<file path="src/rtl/ftdi_tx_if.sv">
// Fabric-side byte stream plus FTDI 245 synchronous-FIFO transmit pins.
// master drives bytes and bus status, slave is the transmitter.
`timescale 1ns/1ps
interface ftdi_tx_if #(
    parameter int DEPTH = 16
);
    localparam int AW = $clog2(DEPTH);

    logic [7:0]  in_data;
    logic        in_valid;
    logic        in_ready;
    logic        flush;
    logic        rx_busy;
    logic        txe_n;
    logic [7:0]  data_out;
    logic        data_oe;
    logic        wr_n;
    logic        siwu_n;
    logic [AW:0] level;

    modport master (
        output in_data, in_valid, flush, rx_busy, txe_n,
        input  in_ready, data_out, data_oe, wr_n, siwu_n, level
    );

    modport slave (
        input  in_data, in_valid, flush, rx_busy, txe_n,
        output in_ready, data_out, data_oe, wr_n, siwu_n, level
    );
endinterface

</file>
<file path="src/rtl/ftdi_tx.sv">
// FT232H 245-sync transmit path: byte FIFO, txe_n/wr_n write engine,
// bus turnaround against the receive path, and siwu_n flush strobe.
`timescale 1ns/1ps
module ftdi_tx #(
    parameter int DEPTH = 16
) (
    input logic   clk_60,
    input logic   rst,
    ftdi_tx_if.slave bus
);
    localparam int AW = $clog2(DEPTH);
    localparam logic [AW:0] FULL = (AW+1)'(DEPTH);
    localparam logic [AW:0] ONE  = (AW+1)'(1);

    typedef enum logic [1:0] {
        IDLE,
        TURN,
        SEND
    } state_t;

    state_t      state_q, state_d;
    logic [7:0]  mem_q [DEPTH];
    logic [AW-1:0] wr_ptr_q, wr_ptr_d;
    logic [AW-1:0] rd_ptr_q, rd_ptr_d;
    logic [AW:0] level_q, level_d;
    logic        wr_n_q, wr_n_d;
    logic        oe_q, oe_d;
    logic        siwu_n_q, siwu_n_d;
    logic        flush_pending_q, flush_pending_d;
    logic        push, pop, last, fire;

    always_comb begin
        push = bus.in_valid && (level_q != FULL);
        // FTDI takes the head on any edge where our registered strobe is low
        pop  = !wr_n_q && !bus.txe_n && (level_q != '0);
        last = (level_q == ONE) && pop && !push;

        wr_ptr_d = push ? wr_ptr_q + AW'(1) : wr_ptr_q;
        rd_ptr_d = pop  ? rd_ptr_q + AW'(1) : rd_ptr_q;

        level_d = level_q;
        unique case ({push, pop})
            2'b10:   level_d = level_q + ONE;
            2'b01:   level_d = level_q - ONE;
            default: level_d = level_q;
        endcase

        state_d = state_q;
        unique case (state_q)
            IDLE: begin
                if (level_q != '0 && !bus.txe_n && !bus.rx_busy)
                    state_d = TURN;
            end
            TURN: begin
                if (bus.rx_busy || bus.txe_n)
                    state_d = IDLE;
                else
                    state_d = SEND;
            end
            SEND: begin
                if (bus.txe_n || bus.rx_busy || last)
                    state_d = IDLE;
            end
            default: state_d = IDLE;
        endcase

        wr_n_d = (state_d != SEND);
        oe_d   = (state_d != IDLE);

        fire = flush_pending_q && (state_q == IDLE) && (level_q == '0)
            && !bus.txe_n && !bus.rx_busy;
        siwu_n_d        = !fire;
        flush_pending_d = fire ? 1'b0 : (flush_pending_q | bus.flush);
    end

    always_ff @(posedge clk_60) begin
        if (rst) begin
            state_q         <= IDLE;
            wr_ptr_q        <= '0;
            rd_ptr_q        <= '0;
            level_q         <= '0;
            wr_n_q          <= 1'b1;
            oe_q            <= 1'b0;
            siwu_n_q        <= 1'b1;
            flush_pending_q <= 1'b0;
        end else begin
            state_q         <= state_d;
            wr_ptr_q        <= wr_ptr_d;
            rd_ptr_q        <= rd_ptr_d;
            level_q         <= level_d;
            wr_n_q          <= wr_n_d;
            oe_q            <= oe_d;
            siwu_n_q        <= siwu_n_d;
            flush_pending_q <= flush_pending_d;
        end
    end

    // Storage needs no reset; emptiness is tracked by level_q alone
    always_ff @(posedge clk_60) begin
        if (push && !rst)
            mem_q[wr_ptr_q] <= bus.in_data;
    end

    assign bus.in_ready = (level_q != FULL);
    assign bus.data_out = (level_q == '0) ? 8'h00 : mem_q[rd_ptr_q];
    assign bus.data_oe  = oe_q;
    assign bus.wr_n     = wr_n_q;
    assign bus.siwu_n   = siwu_n_q;
    assign bus.level    = level_q;
endmodule
</file>
<file path="src/flat_wrapper.sv">
// flat-port wrapper written by rule: the top's interface ports become plain ports
module ftdi_tx_flat 
#(
    parameter int DEPTH = 16
)
  (clk_60, rst, bus_in_data, bus_in_valid, bus_flush, bus_rx_busy, bus_txe_n, bus_in_ready, bus_data_out, bus_data_oe, bus_wr_n, bus_siwu_n, bus_level);
  ftdi_tx_if #(.DEPTH(DEPTH)) bus_i ();
  input logic clk_60;
  input logic rst;
  input wire logic [$bits(bus_i.in_data)-1:0] bus_in_data;
  input wire logic [$bits(bus_i.in_valid)-1:0] bus_in_valid;
  input wire logic [$bits(bus_i.flush)-1:0] bus_flush;
  input wire logic [$bits(bus_i.rx_busy)-1:0] bus_rx_busy;
  input wire logic [$bits(bus_i.txe_n)-1:0] bus_txe_n;
  output wire logic [$bits(bus_i.in_ready)-1:0] bus_in_ready;
  output wire logic [$bits(bus_i.data_out)-1:0] bus_data_out;
  output wire logic [$bits(bus_i.data_oe)-1:0] bus_data_oe;
  output wire logic [$bits(bus_i.wr_n)-1:0] bus_wr_n;
  output wire logic [$bits(bus_i.siwu_n)-1:0] bus_siwu_n;
  output wire logic [$bits(bus_i.level)-1:0] bus_level;
  assign bus_i.in_data = bus_in_data;
  assign bus_i.in_valid = bus_in_valid;
  assign bus_i.flush = bus_flush;
  assign bus_i.rx_busy = bus_rx_busy;
  assign bus_i.txe_n = bus_txe_n;
  assign bus_in_ready = bus_i.in_ready;
  assign bus_data_out = bus_i.data_out;
  assign bus_data_oe = bus_i.data_oe;
  assign bus_wr_n = bus_i.wr_n;
  assign bus_siwu_n = bus_i.siwu_n;
  assign bus_level = bus_i.level;
  ftdi_tx #(.DEPTH(DEPTH)) u_core (.clk_60(clk_60), .rst(rst), .bus(bus_i));
endmodule
</file>
<file path="config.mk">
export PLATFORM = sky130hd
export DESIGN_NAME = ftdi_tx_flat
export DESIGN_NICKNAME = d
export VERILOG_FILES = /design/src/rtl/ftdi_tx_if.sv /design/src/rtl/ftdi_tx.sv /design/src/flat_wrapper.sv
export SDC_FILE = /design/constraint.sdc
export NUM_CORES = 1
export LEC_CHECK = 0
export BUFFER_PORTS_ARGS = -buffer_cell sky130_fd_sc_hd__buf_2
export CORE_UTILIZATION = 44
export DETAILED_ROUTE_END_ITERATION = 8
export PLACE_DENSITY_LB_ADDON = 0.15
export SYNTH_ARGS = -nofsm -noshare
export SYNTH_HDL_FRONTEND = slang
export SYNTH_SLANG_ARGS = --single-unit
</file>
<file path="constraint.sdc">
create_clock -name clk_60 -period 4.3 [get_ports clk_60]
set_input_delay 0.645 -clock clk_60 [delete_from_list [all_inputs] [get_ports clk_60]]
set_output_delay 0.645 -clock clk_60 [all_outputs]
set_load 0.02 [all_outputs]
</file>
After elaboration in Yosys (flattened, before gate mapping)
Memory sizes are Yosys's and may differ from the RTL's. A register that Yosys moved wholly into a read port is not among the register bits.
Index checks and enable logic that the tools add are counted.
{ "totals": {"in_bits": 14, "out_inout_bits": 17, "reg_bits": 19, "memories": 1, "ram_bits": 128} }
{ "mem_list": {"columns": ["name", "words", "word_bits", "rd", "rd_clocked_by_memory_dff", "write_ports", "line_no", "text"], "rows": [
  ["u_core.mem_q", 16, 8, 1, 1, 1, "ftdi_tx.sv:22", "logic [7:0] mem_q [DEPTH];"]
]} }
{ "classes": {"n_reduce_logical": 26, "n_eq_ne": 7, "bitwise_logic": 1, "mux": 10, "addsub": 4} }
{ "ops": {"columns": ["op", "count"], "rows": [
  ["1-bit logical AND", 12],
  ["5-bit case mux with 2 select lines", 1],
  ["4-bit by 1-bit adder with 4-bit output, second input constant", 2],
  ["4-bit 2-to-1 mux", 2],
  ["8-bit 2-to-1 mux", 1],
  ["1-bit logical NOT", 6],
  ["2-bit 2-to-1 mux", 3],
  ["2-bit case mux with 3 select lines", 1],
  ["5-bit by 1-bit adder with 5-bit output, second input constant", 1],
  ["5-bit by 1-bit == test with 1-bit output, second input constant", 1],
  ["5-bit logical NOT", 1],
  ["5-bit != test, second input constant", 1],
  ["5-bit nonzero test", 1],
  ["5-bit by 1-bit subtractor with 5-bit output, second input constant", 1],
  ["2-bit by 1-bit == test with 1-bit output, second input constant", 2],
  ["2-bit == test, second input constant", 2],
  ["2-bit nonzero test", 2],
  ["2-bit logical NOT", 1],
  ["1-bit logical OR", 2],
  ["1-bit 2-to-1 mux", 2],
  ["2-bit != test, second input constant", 1],
  ["2-bit OR reduction", 1],
  ["1-bit bitwise OR", 1]
]} }

Logic depth before layout (Yosys ltp)
{ "depth": {"word_depth": 9, "mapped_depth": 11} }

Worst setup path after synthesis
OpenSTA, ideal clock, no wires.
{ "synth_path": {"path_type": "register -> register", "startpoint": "register u_core.level_q[1] (netlist: u_core.bus.level[1])", "endpoint": "register u_core.level_q[3] (netlist: u_core.bus.level[3])", "path_buffers": 1, "arrival_ns": 2.473, "period_less_slack_ns": 2.601, "stages_incl_launch_ff": 12, "path_slack_ns": 1.699, "setup_time_ns": 0.128, "path_cell_list": "dfxtp_1 inv_1 ha_1 nand4bb_1 and2_1 buf_2 inv_1 ha_1 or4b_1 a21oi_1 xnor2_1 nor2_1"} }
{ "synth_between": {"elab_chain_cells": 4} }
{ "synth_lines": {"columns": ["item", "line_no", "text"], "rows": [
  ["start: declaration", "ftdi_tx.sv:25", "logic [AW:0] level_q, level_d;"],
  ["start signal: assignment", "ftdi_tx.sv:90", "level_q <= level_d;"],
  ["5-bit != test (*)", null, null],
  ["named net bus_in_ready", "flat_wrapper.sv:15", "output wire logic [$bits(bus_i.in_ready)-1:0] bus_in_ready;"],
  ["1-bit logical AND (*)", "ftdi_tx.sv:33", "push = bus.in_valid && (level_q != FULL);"],
  ["2-bit by 1-bit == test with 1-bit output or 2-bit == test (tied branches)", "ftdi_tx.sv:42", "unique case ({push, pop})"],
  ["5-bit case mux with 2 select lines or 2-bit nonzero test (tied branches)", null, null]
]} }
Mark *: on every way through the listed nets, which the timed path passes. The rest lies on a longest branch.
A chain may end at the register's enable or synchronous reset.

==> impl_metrics.ini <==
[drt]
top_layer = met4
wl_mm = 11.3
num_vias = 3037
route.met3.wl_um = 583
drt-pass1-iter-count = 5
wl_per_cell_um = 20.3
wl_met2_mm = 5.75
ant_nets = 0
drt_iter0_drc = 256
route.detailed.drc = 0
met1Wirelength_mm = 4.83
viasPerCell = 5.45

[placement]
dp_hpwl_mm = 7.15
globalplace.congestion = 0.685
port_buffers = 30
dp.cells = 525

[status]
status = complete, no violations

[yosys]
async_flop_share_pct = 0
syn_area_per_cell_um2 = 18.3
synthesis.area_mm2 = 0.00608
synth_cell_types = 40
synthFlopType = edfxtp_1
yosys_warnings = 0
synth_edf_count = 128
synth_top_cell_area_share_pct = 63.2
synthCells = 333
ys_top_cells_by_area = edfxtp_1 (63%), mux4_2 (8.9%), dfxtp_1 (7.6%)
syn_nets = 357
ys_ff_latch = 151
ys_seq_area_share_pct = 70.8
yosys.area.top_type = edfxtp_1

[power_and_ir_drop]
switching_share_pct = 19.1
p_comb_share_pct = 3.6
pwr-share-seq_pct = 49.7
net-switching-power_mw = 0.620
ir_drop_mv = 0.242
p_int_mw = 2.62
power_frac_clock_pct = 46.7
leakage_nw = 2.26
p_per_area_mw_per_mm2 = 465

[global_routing]
grt_usage_pct = 17.7
antenna_found_initial = 0
grt_max_degree = 33
grt_pass1_vias = 3063
grt_pass1_wl_mm = 18.0
grt_overflow = 0

[setup_path]
max_stage_delay_ps = 850
worstSetupStartpointType = flop
worstPathRequired_ps = 3650
path_class = flop to primary output
worstReg2RegStart = u_core.bus.level[0]
path_cells = mux4_1 > nor2b_1 > a211oi_1 > a211oi_1 > buf_2
crit_fanout = 25
crit_top_cell = a211oi_1
worstSetupEndpointType = primary output
cp_data_arrival_time_ps = 2690
cp_slowest_cell = dfxtp_2

[die]
ios = 31
dieArea_mm2 = 0.0143
chipWidth_um = 120
die_height_um = 120
start_util_pct = 45.5
fp.coreArea_mm2 = 0.0133
rows = 42

[sta]
finClkSkew_ps = 8.58
finalSetupViolations = 0
tns_ps = 0
tightest_slew_ps = 1130
slew_headroom_pct = 24.5
max_freq_mhz = 300
finalCriticalPeriod_ps = 3330
drv_slew = 0
fin_crit_sh_pct = 77.5
grt_setup_unrepaired = no
final_hold_viol_count = 0

[finish]
final_cells = 557
nFillCells = 1108
drive_above_1_share_pct = 23.9
synthToLayoutAreaGrowth_pct = 14.6
n_antenna_cell = 0
finalNetCount = 392

[clocking]
cts_hold_buf = 0
ctsResizeCount = 0
clk_latency_ps = 410
cts_tree = done
postCtsSetupRepairBufs = 0
cts_buffers = 17
htreeDepth = 4
clock_path_buffers = 2
clock-root-buffer = clkbuf_16
cts.sink_count = 151
cts.clk_slew.worst_paths_ps = 60

[job]
cap_violations = 0

[min_path]
hp-class = flop to flop
holdCritStartpoint = u_core.flush_pending_q
## layer usage
metal	vias up	global-route usage (%)
li1	1395	-
met1	1556	23.2
met2	75	28.4
met3	11	4.28
met4	0	7.34
met5	-	0
## area by class of cell
class | count | area (µm²) | area share, %
Inverter | 6 | 22.5 | 0.323
Timing Repair Buffer | 33 | 173 | 2.48
Tap cell | 176 | 220 | 3.16
Clock buffer | 22 | 454 | 6.52
Clock inverter | 10 | 153 | 2.19
Multi-Input combinational cell | 159 | 1640 | 23.5
Sequential cell | 151 | 4310 | 61.8
## synth_stat cells, drive strengths merged (4+ instances only)
| cell type | number |
|---|---|
| edfxtp | 128 |
| nor2 | 33 |
| mux4 | 32 |
| dfxtp | 23 |
| a211oi | 17 |
| buf | 13 |
| ha | 10 |
| mux2i | 10 |
| nand2 | 8 |
| nor2b | 8 |
| inv | 6 |
| xnor2 | 6 |
| a21oi | 4 |
| clkbuf | 4 |
| xor2 | 4 |
## sequential cells by signal (all words and copies together), names as in the netlist, named ones only
register                cells
u_core.bus.wr_n             1
u_core.state_q              2
u_core.bus.siwu_n           1
u_core.bus.data_oe          1
u_core.bus.level            5
u_core.rd_ptr_q             4
u_core.wr_ptr_q             4
u_core.mem_q              128
u_core.flush_pending_q      1
## critical path: cells and delay by family (launching register included)
kind | cells | cell delay [ps]
DFF | 1 | 850
muxes | 1 | 630
AOI/OAI and AO/OA | 2 | 430
buffers and inverters | 1 | 210
and+or+nand+nor | 1 | 140
## power by group through the flow
stage	Clock [mW]	Combinational (mW)	Sequential, mW
final	1.51	0.117	1.61
after global routing	1.59	0.130	1.61
after global placement	0	0.116	1.64
after detailed placement	0	0.119	1.64
after CTS	1.55	0.119	1.61
after floorplan	0	0.0640	1.64
## metrics by stage
stage                     worst slack (ps)  instance area [µm²]  utilization (%)  hold WS, ps  total power, mW
final                                  969                 6970             52.2          419             3.24
after global routing                   837                 6970             52.2          439             3.34
after CTS                              923                 6970             52.2          420             3.28
after detailed placement              1390                 6360             47.6          401             1.76
after global placement                1410                 6360             47.6          400             1.76
after floorplan                       1700                 6080                -          384             1.71
## logic make-up after synthesis
family,count (synthesis),synth area share [%]
adder cells (fa/ha/maj),10,2.06
AND/OR/NAND/NOR,72,6.46
multiplexers,42,14.0
flip-flops,151,70.8
buffers and inverters,23,2.28
XOR/XNOR,10,1.44
AO/OA/AOI/OAI,25,2.96
## final timing paths
kind / endpoint / slack, ps / depth (start not counted)
setup reg to reg: u_core.bus.level[3] / 1510 / 10
hold / removal: u_core.bus.siwu_n / 420 / 1
setup / recovery: bus_data_out[0] / 970 / 5
hold reg to reg: u_core.bus.siwu_n / 420 / 1
## placed cells by master, fill, tap and decap left out, types with 2 or more instances in the layout
cell type / synthesis / layout
mux4_2: 24 / 24
edfxtp_1: 128 / 128
a21oi_1: 4 / 4
nor2_1: 33 / 33
or3_1: 2 / 2
clkbuf_16: 0 / 17
buf_2: 5 / 30
nor2b_1: 8 / 8
xnor2_1: 6 / 6
ha_1: 10 / 10
nor4b_1: 2 / 2
nand3b_1: 2 / 2
a211oi_1: 16 / 16
mux2i_1: 10 / 10
nand3_1: 3 / 3
o21ai_0: 2 / 2
dfxtp_2: 0 / 2
buf_4: 3 / 3
nor4_1: 2 / 2
nand4b_1: 2 / 2
nand4bb_1: 2 / 2
mux4_1: 8 / 8
clkinv_2: 0 / 4
nand2_1: 8 / 8
dfxtp_1: 23 / 21
inv_1: 6 / 6
xor2_1: 4 / 4
bufinv_16: 0 / 4
clkbuf_1: 3 / 4
No activity file was read; power rests on OpenSTA's default activity.
